## src/rtl/isa_pkg.sv

```systemverilog
// Shared ISA definitions for the 6-bit serial instruction link (issue and fetch sides).
// Opcode values, link words, the packed decoded-instruction type and the immediate-form test.
package isa_pkg;

    localparam int OPC_W  = 3;
    localparam int REG_W  = 3;
    localparam int IMM_W  = 8;
    localparam int WORD_W = 6;

    localparam logic [OPC_W-1:0] OP_NOP = 3'b000;
    localparam logic [OPC_W-1:0] OP_R1  = 3'b001;
    localparam logic [OPC_W-1:0] OP_I2  = 3'b010;
    localparam logic [OPC_W-1:0] OP_R3  = 3'b011;
    localparam logic [OPC_W-1:0] OP_I4  = 3'b100;
    localparam logic [OPC_W-1:0] OP_R5  = 3'b101;
    localparam logic [OPC_W-1:0] OP_I6  = 3'b110;
    localparam logic [OPC_W-1:0] OP_I7  = 3'b111;

    localparam logic [WORD_W-1:0] SYNC_WORD = 6'b111111;
    localparam logic [WORD_W-1:0] NOP_WORD  = 6'b000000;

    typedef struct packed {
        logic [OPC_W-1:0] opcode;
        logic [REG_W-1:0] src_a;
        logic [REG_W-1:0] src_b;
        logic [REG_W-1:0] dest;
        logic [IMM_W-1:0] imm;
    } instr_t;

    // Immediate forms carry dest plus the 8-bit immediate over two trailing words.
    function automatic logic is_imm(input logic [OPC_W-1:0] opcode);
        return (opcode == OP_I2) || (opcode == OP_I4) || (opcode == OP_I6) || (opcode == OP_I7);
    endfunction

endpackage

```

## src/rtl/instr_issue_if.sv

```systemverilog
// Decoded-instruction handshake into instr_issue; source holds fields stable while valid && !ready.
interface instr_issue_if;
    import isa_pkg::*;

    logic             in_valid;
    logic             in_ready;
    logic [OPC_W-1:0] in_opcode;
    logic [REG_W-1:0] in_src_a;
    logic [REG_W-1:0] in_src_b;
    logic [REG_W-1:0] in_dest;
    logic [IMM_W-1:0] in_imm;

    modport master (
        output in_valid, in_opcode, in_src_a, in_src_b, in_dest, in_imm,
        input  in_ready
    );

    modport slave (
        input  in_valid, in_opcode, in_src_a, in_src_b, in_dest, in_imm,
        output in_ready
    );

endinterface

```

## src/rtl/instr_fifo.sv

```systemverilog
// Synchronous instruction FIFO; head visible combinationally, a push lands one edge later.
// Push ignored when full, pop ignored when empty; simultaneous push/pop allowed.
module instr_fifo
    import isa_pkg::*;
#(
    parameter int DEPTH = 2
) (
    input  logic   clk,
    input  logic   rst,
    input  logic   push,
    input  instr_t push_dat,
    input  logic   pop,
    output instr_t pop_dat,
    output logic   full,
    output logic   empty
);

    localparam int AW = (DEPTH > 1) ? $clog2(DEPTH) : 1;

    logic [AW-1:0] wr_ptr_q, wr_ptr_d;
    logic [AW-1:0] rd_ptr_q, rd_ptr_d;
    logic [AW:0]   count_q,  count_d;
    instr_t        mem_q [DEPTH];
    instr_t        mem_d [DEPTH];
    logic          do_push, do_pop;

    assign full    = (count_q == (AW+1)'(DEPTH));
    assign empty   = (count_q == '0);
    assign do_push = push && !full;
    assign do_pop  = pop && !empty;
    assign pop_dat = mem_q[rd_ptr_q];

    // Pointers are log2(DEPTH) wide, so the increment wraps modulo DEPTH by itself.
    always_comb begin
        wr_ptr_d = wr_ptr_q;
        rd_ptr_d = rd_ptr_q;
        count_d  = count_q;
        mem_d    = mem_q;
        if (do_push) begin
            mem_d[wr_ptr_q] = push_dat;
            wr_ptr_d        = wr_ptr_q + 1'b1;
        end
        if (do_pop) begin
            rd_ptr_d = rd_ptr_q + 1'b1;
        end
        if (do_push && !do_pop) begin
            count_d = count_q + 1'b1;
        end else if (do_pop && !do_push) begin
            count_d = count_q - 1'b1;
        end
    end

    always_ff @(posedge clk or posedge rst) begin
        if (rst) begin
            wr_ptr_q <= '0;
            rd_ptr_q <= '0;
            count_q  <= '0;
        end else begin
            wr_ptr_q <= wr_ptr_d;
            rd_ptr_q <= rd_ptr_d;
            count_q  <= count_d;
        end
    end

    always_ff @(posedge clk) begin
        mem_q <= mem_d;
    end

endmodule

```

## src/rtl/instr_issue.sv

```systemverilog
// Serial link transmitter: buffers decoded instructions and emits 1-3 six-bit words each,
// SYNC once after reset then NOP when idle; first word one edge after push, in_ready = FIFO not full.
module instr_issue
    import isa_pkg::*;
#(
    parameter int FIFO_DEPTH = 2
) (
    input  logic              clk,
    input  logic              rst,
    instr_issue_if.slave      in_if,
    output logic [WORD_W-1:0] tx_word,
    output logic              tx_last,
    output logic              busy
);

    typedef enum logic [1:0] {S_FIRST, S_W2, S_W3} state_t;

    // Only the fields still needed after the first word are held.
    typedef struct packed {
        logic             imm_op;
        logic [REG_W-1:0] dest;
        logic [REG_W-1:0] src_b;
        logic [IMM_W-1:0] imm;
    } hold_t;

    state_t            state_q, state_d;
    hold_t             hold_q, hold_d;
    logic [WORD_W-1:0] tx_word_q, tx_word_d;
    logic              tx_last_q, tx_last_d;

    instr_t in_dat, head;
    logic   fifo_pop, fifo_full, fifo_empty;

    assign in_dat = '{opcode: in_if.in_opcode, src_a: in_if.in_src_a, src_b: in_if.in_src_b,
                      dest: in_if.in_dest, imm: in_if.in_imm};

    instr_fifo #(.DEPTH(FIFO_DEPTH)) u_fifo (
        .clk      (clk),
        .rst      (rst),
        .push     (in_if.in_valid),
        .push_dat (in_dat),
        .pop      (fifo_pop),
        .pop_dat  (head),
        .full     (fifo_full),
        .empty    (fifo_empty)
    );

    assign in_if.in_ready = !fifo_full;
    assign busy           = !fifo_empty || (state_q != S_FIRST);
    assign tx_word        = tx_word_q;
    assign tx_last        = tx_last_q;

    always_comb begin
        state_d   = state_q;
        hold_d    = hold_q;
        tx_word_d = NOP_WORD;
        tx_last_d = 1'b0;
        fifo_pop  = 1'b0;
        case (state_q)
            S_FIRST: begin
                if (!fifo_empty) begin
                    fifo_pop  = 1'b1;
                    hold_d    = '{imm_op: is_imm(head.opcode), dest: head.dest,
                                  src_b: head.src_b, imm: head.imm};
                    tx_word_d = {head.opcode, head.src_a};
                    if (head.opcode == OP_NOP) begin
                        tx_last_d = 1'b1;
                    end else begin
                        state_d = S_W2;
                    end
                end
            end
            S_W2: begin
                if (hold_q.imm_op) begin
                    tx_word_d = {hold_q.dest, hold_q.imm[7:5]};
                    state_d   = S_W3;
                end else begin
                    tx_word_d = {hold_q.dest, hold_q.src_b};
                    tx_last_d = 1'b1;
                    state_d   = S_FIRST;
                end
            end
            S_W3: begin
                tx_word_d = {1'b0, hold_q.imm[4:0]};
                tx_last_d = 1'b1;
                state_d   = S_FIRST;
            end
            default: state_d = S_FIRST;
        endcase
    end

    always_ff @(posedge clk or posedge rst) begin
        if (rst) begin
            state_q   <= S_FIRST;
            tx_word_q <= SYNC_WORD;
            tx_last_q <= 1'b0;
        end else begin
            state_q   <= state_d;
            tx_word_q <= tx_word_d;
            tx_last_q <= tx_last_d;
        end
    end

    always_ff @(posedge clk) begin
        hold_q <= hold_d;
    end

endmodule

```

## src/flat_wrapper.sv

```systemverilog
// flat-port wrapper written by rule: the top's interface ports become plain ports
module instr_issue_flat import isa_pkg::*;
#(
    parameter int FIFO_DEPTH = 2
)
  (clk, rst, tx_word, tx_last, busy, in_if_in_valid, in_if_in_opcode, in_if_in_src_a, in_if_in_src_b, in_if_in_dest, in_if_in_imm, in_if_in_ready);
  instr_issue_if in_if_i ();
  input  logic clk;
  input  logic rst;
  output logic [WORD_W-1:0] tx_word;
  output logic tx_last;
  output logic busy;
  input wire logic [$bits(in_if_i.in_valid)-1:0] in_if_in_valid;
  input wire logic [$bits(in_if_i.in_opcode)-1:0] in_if_in_opcode;
  input wire logic [$bits(in_if_i.in_src_a)-1:0] in_if_in_src_a;
  input wire logic [$bits(in_if_i.in_src_b)-1:0] in_if_in_src_b;
  input wire logic [$bits(in_if_i.in_dest)-1:0] in_if_in_dest;
  input wire logic [$bits(in_if_i.in_imm)-1:0] in_if_in_imm;
  output wire logic [$bits(in_if_i.in_ready)-1:0] in_if_in_ready;
  assign in_if_i.in_valid = in_if_in_valid;
  assign in_if_i.in_opcode = in_if_in_opcode;
  assign in_if_i.in_src_a = in_if_in_src_a;
  assign in_if_i.in_src_b = in_if_in_src_b;
  assign in_if_i.in_dest = in_if_in_dest;
  assign in_if_i.in_imm = in_if_in_imm;
  assign in_if_in_ready = in_if_i.in_ready;
  instr_issue #(.FIFO_DEPTH(FIFO_DEPTH)) u_core (.clk(clk), .rst(rst), .in_if(in_if_i), .tx_word(tx_word), .tx_last(tx_last), .busy(busy));
endmodule
```

## config.mk

```make
export PLATFORM = sky130hd
export DESIGN_NAME = instr_issue_flat
export DESIGN_NICKNAME = d
export VERILOG_FILES = /design/src/rtl/isa_pkg.sv /design/src/rtl/instr_issue_if.sv /design/src/rtl/instr_fifo.sv /design/src/rtl/instr_issue.sv /design/src/flat_wrapper.sv
export SDC_FILE = /design/constraint.sdc
export NUM_CORES = 1
export LEC_CHECK = 0
export ABC_CLOCK_PERIOD_IN_PS = 4230
export CAP_MARGIN = 20
export CORE_AREA = 2 2 81 67
export DETAILED_ROUTE_END_ITERATION = 8
export DIE_AREA = 0 0 83 69
export PLACE_DENSITY = 0.75
export SYNTH_ARGS = -nofsm -noshare
export SYNTH_HDL_FRONTEND = slang
export SYNTH_HIERARCHICAL = 1
export SYNTH_SLANG_ARGS = --single-unit
export TNS_END_PERCENT = 20
```

## constraint.sdc

```tcl
create_clock -name clk -period 4.23 [get_ports clk]
set_clock_uncertainty 0.15 [all_clocks]
set_input_delay 0.6345 -clock clk [delete_from_list [all_inputs] [get_ports clk]]
set_output_delay 0.6345 -clock clk [all_outputs]
set_load 0.05 [all_outputs]
```

### After elaboration in Yosys (flattened, before gate mapping)

Cells that the tools add are included.
Widths: inputs -> output; s select.

| word-level totals | value |
|---|---|
| flip-flop bits (word level) | 68 |
| output and inout bits | 9 |
| word-level logic and storage cells | 80 |

| cells by class | value |
|---|---|
| add/sub/neg operators | 4 |
| magnitude comparators | 3 |
| eq/ne operators | 9 |
| muxes and demuxes | 21 |
| bitwise logic cells | 3 |
| reduce and logical (&&, ||, !) cells | 20 |

Operators with widths:

| kind | count |
|---|---|
| $mux 20 | 4 |
| $bwmux 40 | 1 |
| $demux 20 s1 | 1 |
| $pmux 6 s3 | 1 |
| $mux 2 | 5 |
| $eq 3x3->1 const B | 3 |
| $mux 6 | 1 |
| $logic_and 1x1->1 | 5 |
| $mux 1 | 5 |
| $eq 2x2->1 const B | 2 |
| $ge 2x2->1 const B | 2 |
| $logic_not 1->1 | 4 |
| $logic_not 2->1 | 2 |
| $logic_or 1x1->1 | 4 |
| $ne 2x2->1 const B | 2 |
| $not 1->2 | 2 |
| $pmux 2 s2 | 1 |
| $reduce_and 2->1 | 2 |
| $reduce_bool 2->1 | 2 |
| $eq 3x2->1 const B | 1 |
| $logic_not 3->1 | 1 |
| $mux 3 | 1 |
| $pmux 1 s3 | 1 |
| $add 1x1->1 const B | 2 |
| other kinds (5) | 5 |

### Longest topological paths before layout

Gate-level depths: netlist (run 1).

| logic depth | value |
|---|---|
| depth in word-level cells | 8 |
| depth in mapped cells | 7 |
| gate-level depth less buffers | 7 |

### Cells and area by module

The synthesis (run 1) kept the hierarchy.

Modules (own cells, without submodules):

| module | times used | cells each | area an instance (um^2) |
|---|---|---|---|
| instr_fifo | 1 | 82 | 1641.6 |
| instr_issue | 1 | 63 | 952.2 |

### Least setup slack after synthesis (run 1)

Ideal clock, no wire load.

| path | value |
|---|---|
| path kind | register to register |
| start point | register u_core.state_q[1] |
| end point | register u_core.u_fifo.count_q[1] |
| library setup time | 0.079 ns |
| data arrival time | 2.702 ns |
| path slack | 1.299 ns |
| stages on the path, launching flop included | 8 |
| buffers on the path | 1 |
| clock period less this slack | 2.931 ns |
| cell sequence | dfrtp_1 -> buf_2 -> nor3_1 -> o21ai_1 -> ha_1 -> xor2_1 -> nor2_1 -> xor2_1 |

| between the ends | value |
|---|---|
| longest elaborated chain between the ends | 6 |
| elaborated cells between the ends (all ways) | 8 |

Ends and longest elaborated chain:

| element | line | RTL |
|---|---|---|
| from (decl) | instr_issue.sv:26 | `state_t state_q, state_d;` |
| from (signal assigned) | instr_issue.sv:98 | `state_q <= state_d;` |
| $logic_not 2->1 * | instr_issue.sv:59 | `case (state_q)` |
| $mux 1 * | instr_issue.sv:59 |  |
| named net u_core.fifo_pop | instr_issue.sv:32 | `logic fifo_pop, fifo_full, fifo_empty;` |
| $logic_and 1x1->1 * | instr_fifo.sv:30 | `assign do_pop = pop && !empty;` |
| $logic_not 1->1 | instr_fifo.sv:46 | `if (do_push && !do_pop) begin` |
| $logic_and 1x1->1 | instr_fifo.sv:46 |  |
| $mux 2 / $reduce_bool 2->1 (equally long branches) | n/a |  |
| to (signal assigned) | instr_fifo.sv:61 | `count_q <= count_d;` |
| to (decl) | instr_fifo.sv:22 | `logic [AW:0] count_q, count_d;` |

Mark *: on every way through the listed nets, which the timed path passes. The rest lies on a longest branch.
A chain may end at the register's enable or synchronous reset.

### Worst setup path in the final report (run 1)

| path | value |
|---|---|
| start point | register u_core.u_fifo.count_q[0] |
| end point | output busy |

| between the ends | value |
|---|---|
| longest elaborated chain between the ends | 3 |

Ends and longest elaborated chain:

| element | line | RTL |
|---|---|---|
| $logic_not 2->1 | instr_fifo.sv:28 | `assign empty = (count_q == '0);` |
| named net u_core.fifo_empty | instr_issue.sv:32 |  |
| $logic_not 1->1 | instr_issue.sv:49 | `assign busy = !fifo_empty \|\| (state_q != S_FIRST);` |
| $logic_or 1x1->1 | instr_issue.sv:49 |  |
| to (decl) | flat_wrapper.sv:12 | `output logic busy;` |

The timed path passes the listed nets, and every way through them passes these cells.

==> results.toml, run 1 <==
[power_and_ir_drop]
total_power_mw = 2.42
switchingPower_mw = 0.803
seqPwrFrac_pct = 49.2
leakage_nw = 1.14
clockPowerShare_pct = 19.9
powerDensity_nw_per_um2 = 767
intPower_mw = 1.61
comb_power_share_pct = 30.9
vdd_ir_drop_max_v = 0.000503
switching_share_pct = 33.2

[logic_synthesis]
syn_nets = 169
ys_types = 33
syn_avg_cell_area_um2 = 17.9
muxShareOfSynthArea_pct = 9.84
synthSimpleGateAreaFrac_pct = 6.71
yosys.area.top_type = "edfxtp_1"
ys_warn_count = 6
synth_top_family_by_area = "multiplexers"
synth-xor-area-share_pct = 1.69
synth_compound_area_share_pct = 2.94
yosysTopAreaCellShare_pct = 63.7
synth_fa_ha_area_share_pct = 0.482
synth_area_leaders = "edfxtp_1, mux2_1, dfrtp_1"
ys_seq_area_share_pct = 76.5
synth_cells = 145
synth-seq-cells = 68
syn_area_um2 = 2590

[layout]
utilization_pct = 64.1
final_cell_mix = "edfxtp_1, clkdlybuf4s50_1, mux2_1, clkbuf_8, dfrtp_1"
fillers = 345
drive_gt1_share_pct = 13.3
final-seq-area_um2 = 1980
diodes = 0
nNetsFinal = 208
multiInputGateArea_um2 = 567
final_common_cell = "edfxtp_1"
syn_to_final_growth_pct = 21.6

[detailed_routing]
viasPerCell = 5.29
drtIter0Drc = 48
vias = 1322
route.antenna.remaining_nets = 0
first_pass_iters = 4
routed_wirelength_mm = 4.03
wl_per_cell_um = 16.1
drcViolationCount = 0

[floorplan]
row_count = 23
io-pin-count = 32
fp.dieW_um = 83
die-area_um2 = 5730
die_y_um = 69
initial_core_util_pct = 52.7
core_um2 = 4920

[critical_path]
cp-end-kind = "output port"
ff2ff_setup_slack_ps = 1920
reg2reg_depth = 3
start_kind = "flip-flop"
crit_fanout = 9
timing.rr.end = "u_core/tx_last$_DFF_PP0_"
reg2reg_from = "u_core/u_fifo/rd_ptr_q$_DFFE_PP0P_"
crit_required_ps = 3450
worstPathArrival_ps = 2040
critPathKind = "flip-flop to output port"

[timing]
drv_slew = 0
rsz0062_at_grt = "false"
timing.hold.ws_ps = 358
worst_pin_slew_ps = 940
setup_viol = 0
fin_crit_ps = 2830
maxSlewHeadroom_pct = 37.4
fin_ws_ps = 1400
hold_viol_final = 0
fmax_ghz = 0.354
fin_tns_setup_ps = 0
period_share_pct = 66.9

[hold_path]
hold_path.class = "flip-flop to flip-flop"
hold_path_depth = 2
min-delay-start = "u_core/hold_q[13]$_DFFE_PP_"
min_to = "u_core/tx_word[5]$_DFF_PP1_"

[grt]
grt_max_degree = 22
antenna_found_initial = 0
gr-total-overflow = 0
groute.usage.overall_pct = 15.7
grt_pass1_wl_mm = 6.65
grt_pass1_vias = 1371

[cts]
cts.htree.levels = 3
cts_tree = "built"
cts.sinks = 68
path_clk_slew_ps = 60
clkLatencyLatePin_ps = 330
root_buffer = "clkbuf_8"
cts_max_path_buffers = 2
post_cts_resized = 0
holdBufCountCts = 0
numCtsBuffers = 9
post_cts_buffers = 0

[run_status]
status = "completed"

[placed_design]
hpwl_mm = 2.79
port_buffers = 31
gp_congestion = 0.902
dp_worst_setup_slack_ps = 1730

[flow_run]
cap_violations = 0
-- worst max-delay path, stage by stage (launching register included) --
cell and delay (ps):
dfrtp_1 440, nor2_1 460, nand2_1 90, clkdlybuf4s50_1 720
-- sequential cells by signal, indices dropped and copies added (netlist names) --
register / flops
u_core/u_fifo/wr_ptr_q: 1
u_core/u_fifo/mem_q: 40
u_core/hold_q: 15
u_core/u_fifo/rd_ptr_q: 1
u_core/u_fifo/count_q: 2
u_core/tx_word: 6
u_core/tx_last: 1
u_core/state_q: 2
-- per-stage QoR --
| step | instance area (um2) | cells |
|---|---|---|
| after detailed placement | 2970 | 235 |
| after floorplan | 2590 | 145 |
| after CTS | 3150 | 250 |
| after global placement | 2970 | 235 |
| after global routing | 3150 | 250 |
| final | 3150 | 250 |
-- Yosys cell counts --
master	number
mux2_2	1
o21a_1	1
xnor2_1	3
edfxtp_1	55
nand3b_1	3
mux2i_1	3
or4_1	1
and3b_1	2
nor3_1	1
nor4b_1	2
o31a_1	1
or4b_1	3
and3_1	1
xor2_1	2
or3b_2	1
ha_1	1
o21ai_1	1
clkbuf_1	1
a21oi_1	2
dfstp_2	6
nand2_1	4
dfrtp_1	7
a211o_1	2
o21ai_0	1
inv_1	5
mux2_1	19
o211ai_1	3
and2_1	1
nand2b_1	2
buf_4	2
buf_2	2
nor2b_1	1
nor2_1	5
-- cells by family (layout without fill, tap and decap cells) --
kind of cell             Yosys count  count (layout)
flip-flops                        68              68
AND/OR/NAND/NOR                   27              27
multiplexers                      23              23
AO/OA/AOI/OAI                     11              11
buffers and inverters             10              53
XOR/XNOR                           5               5
adder cells (fa/ha/maj)            1               1
-- layout make-up --
| type | instances | area share, % |
|---|---|---|
| clock inverters | 6 | 1.79 |
| clock buffers | 9 | 3.93 |
| inverters | 5 | 0.595 |
| flip-flops and latches | 68 | 62.9 |
| well taps | 62 | 2.46 |
| multi-input cells | 67 | 18.0 |
| repair buffers | 33 | 10.3 |
-- worst max path at each step --
stage	startpoint	to	cells after the start
after CTS	u_core/u_fifo/count_q[0]$_DFFE_PP0P_	busy	3
after global placement	in_if_in_valid	u_core/u_fifo/mem_q[2]$_DFFE_PP_	2
after detailed placement	in_if_in_valid	u_core/u_fifo/mem_q[1]$_DFFE_PP_	2
final	u_core/u_fifo/count_q[0]$_DFFE_PP0P_	busy	3
after global routing	u_core/u_fifo/count_q[0]$_DFFE_PP0P_	busy	3
after floorplan	u_core/state_q[1]$_DFFE_PP0P_	u_core/u_fifo/count_q[1]$_DFFE_PP0P_	7
-- metal layers --
metal / wire length (um) / track usage (%)
met1: 1740 / 18.9
met3: 213 / 6.59
met4: 80 / 7.65
met2: 2000 / 24.6
met5: 0 / 0
-- power by group through the flow --
stage	Clock [mW]	Combinational [mW]	Sequential, mW
finish	0.481	0.747	1.19
CTS	0.493	0.755	1.19
detailed placement	0	0.751	1.21
floorplan	0	0.481	1.23
global placement	0	0.730	1.19
global route	0.528	0.805	1.22
Note: power is estimated with default switching activity, not from simulation.
==> inputs of run 2 (changes only) <==
--- a/config.mk
+++ b/config.mk
@@ -5,12 +5,12 @@
 export SDC_FILE = /design/constraint.sdc
 export NUM_CORES = 1
 export LEC_CHECK = 0
-export ABC_CLOCK_PERIOD_IN_PS = 4230
+export ABC_CLOCK_PERIOD_IN_PS = 2600
 export CAP_MARGIN = 20
-export CORE_AREA = 2 2 81 67
+export CORE_AREA = 2 2 85 71
 export DETAILED_ROUTE_END_ITERATION = 8
-export DIE_AREA = 0 0 83 69
-export PLACE_DENSITY = 0.75
+export DIE_AREA = 0 0 87 73
+export PLACE_DENSITY = 0.7
 export SYNTH_ARGS = -nofsm -noshare
 export SYNTH_HDL_FRONTEND = slang
 export SYNTH_HIERARCHICAL = 1
==> constraint.sdc (replaced) <==
create_clock -name clk -period 2.6 [get_ports clk]
set_clock_uncertainty 0.15 [all_clocks]
set_input_delay 0.39 -clock clk [delete_from_list [all_inputs] [get_ports clk]]
set_output_delay 0.39 -clock clk [all_outputs]
set_load 0.05 [all_outputs]
==> run 2 against run 1 <==
Critical path depth increased by 1. Register-to-register slack worse by 1200 ps. Sequential power up 56%. Largest cell class unchanged. Routed wire length down 0.67%. Highest routed layer unchanged. Flip-flop and latch count stayed put. Combinational power up 78%. Clock-buffer cell count up 3. Non-clock buffer count is 5 higher. Cell count increased by 4.0%. Worst hold slack worse by 240 ps. Worst setup slack got worse by 1200 ps.
==> results.toml, run 2 (synthesis gave the netlist of run 1 again) <==
[run_status]
status = "completed"

[layout]
final_cell_mix = "edfxtp_1, clkdlybuf4s50_1, mux2_1, clkbuf_8"
multiInputGateArea_um2 = 569
nNetsFinal = 213
fillers = 445
final_common_cell = "edfxtp_1"
drive_gt1_share_pct = 15.0
syn_to_final_growth_pct = 22.3
final-seq-area_um2 = 1980
largest_reg_flops = 40
diodes = 0
fin_cells = 260
top_register = "u_core/u_fifo/mem_q"

[detailed_routing]
wl_per_cell_um = 15.4
drcViolationCount = 0
routed_wirelength_mm = 4.01
vias = 1317
drtIter0Drc = 64
first_pass_iters = 5
viasPerCell = 5.07
route.antenna.remaining_nets = 0

[timing]
fin_tns_setup_ps = 0
drv_slew = 0
fin_ws_ps = 218
fmax_ghz = 0.420
fin_crit_ps = 2380
maxSlewHeadroom_pct = 66.2
rsz0062_at_grt = "false"
timing.hold.ws_ps = 121
setup_viol = 0
hold_viol_final = 0
period_share_pct = 91.6
worst_pin_slew_ps = 506

[grt]
grt_pass1_wl_mm = 6.36
gr-total-overflow = 0
antenna_found_initial = 0
grt_max_degree = 18
groute.usage.overall_pct = 14.3
grt_pass1_vias = 1333

[power_and_ir_drop]
vdd_ir_drop_max_v = 0.000545
leakage_nw = 1.15
total_power_mw = 3.86
powerDensity_nw_per_um2 = 1220

[cts]
cts_max_path_buffers = 2
cts_tree = "built"
numCtsBuffers = 9
cts.htree.levels = 3
cts.sinks = 68
holdBufCountCts = 0
root_buffer = "clkbuf_8"
path_clk_slew_ps = 60
clkLatencyLatePin_ps = 340

[placed_design]
port_buffers = 31
gp_congestion = 0.797
hpwl_mm = 2.88
dp_cells = 245
dp_worst_setup_slack_ps = 332

[floorplan]
die_y_um = 73
initial_core_util_pct = 46.3
io-pin-count = 32
fp.dieW_um = 87
die-area_um2 = 6350
row_count = 25
core_um2 = 5600

[hold_path]
hold_path.class = "primary input to asynchronous set/reset pin"

[critical_path]
ff2ff_setup_slack_ps = 730
crit_fanout = 5
crit_required_ps = 2060
worstPathArrival_ps = 1840
cp-end-kind = "output port"
critPathKind = "flip-flop to output port"
start_kind = "flip-flop"

[flow_run]
cap_violations = 0
## run 2: changes by cell type in the layout (fill, tap and decap cells not counted), sizes merged
cell,change
clkinv,-1
clkbuf,+3
clkdlybuf4s50,-1
clkinvlp,-1
dlymetal6s2s,+1
bufinv,-1
buf,+5
## run 2: repair_timing
item / 4_1_cts / 5_1_grt
endpoints found under the setup margin: 1 / 1
buffers inserted: 0 / 0
gates resized for setup: 1 / 1
pin swaps: 0 / 0
## run 2: metrics by stage
step | instance area, um2 | utilization [%]
finish | 3170 | 56.6
global route | 3170 | 56.6
CTS | 3170 | 56.6
detailed placement | 3020 | 53.9
global placement | 3020 | 53.9
floorplan | 2600 | -
## run 2: layer usage
metal	share of wire [%]	track usage, %	up-vias
met4	1.1	6.25	0
met2	50	21.9	30
met5	0	0	-
met3	5.7	7.47	6
li1	-	-	640
met1	43	17.0	641
## run 2: cell type report
type                       instances  share of cell area [%]
multi-input combinational         67                    17.9
clock inverter                     3                   0.473
timing repair buffer              38                    11.5
sequential                        68                    62.6
inverter                           5                   0.592
clock buffer                      12                    4.26
tap                               67                    2.64
## run 2: path summary, 6_finish.rpt
kind,start,endpoint,depth (start not counted)
setup / recovery,u_core/u_fifo/count_q[0]$_DFFE_PP0P_,in_if_in_ready,4
hold / removal,rst,u_core/u_fifo/count_q[0]$_DFFE_PP0P_,2
setup reg to reg,u_core/u_fifo/count_q[0]$_DFFE_PP0P_,u_core/u_fifo/count_q[1]$_DFFE_PP0P_,7
hold reg to reg,u_core/hold_q[12]$_DFFE_PP_,u_core/tx_word[4]$_DFF_PP1_,1
max in group asynchronous,rst,u_core/tx_word[4]$_DFF_PP1_,2
min in group clk,u_core/hold_q[12]$_DFFE_PP_,u_core/tx_word[4]$_DFF_PP1_,1
## run 2: power breakdown
group          total, mW  internal, mW  switching, mW
clock              0.676         0.336          0.340
combinational       1.33         0.548          0.779
sequential          1.86          1.69          0.172
## run 2: worst max-delay path, cell delays in order, from the launching register on
cell and delay (ps):
dfrtp_1 450, nand2b_1 170, inv_1 50, inv_1 40, clkdlybuf4s50_1 790
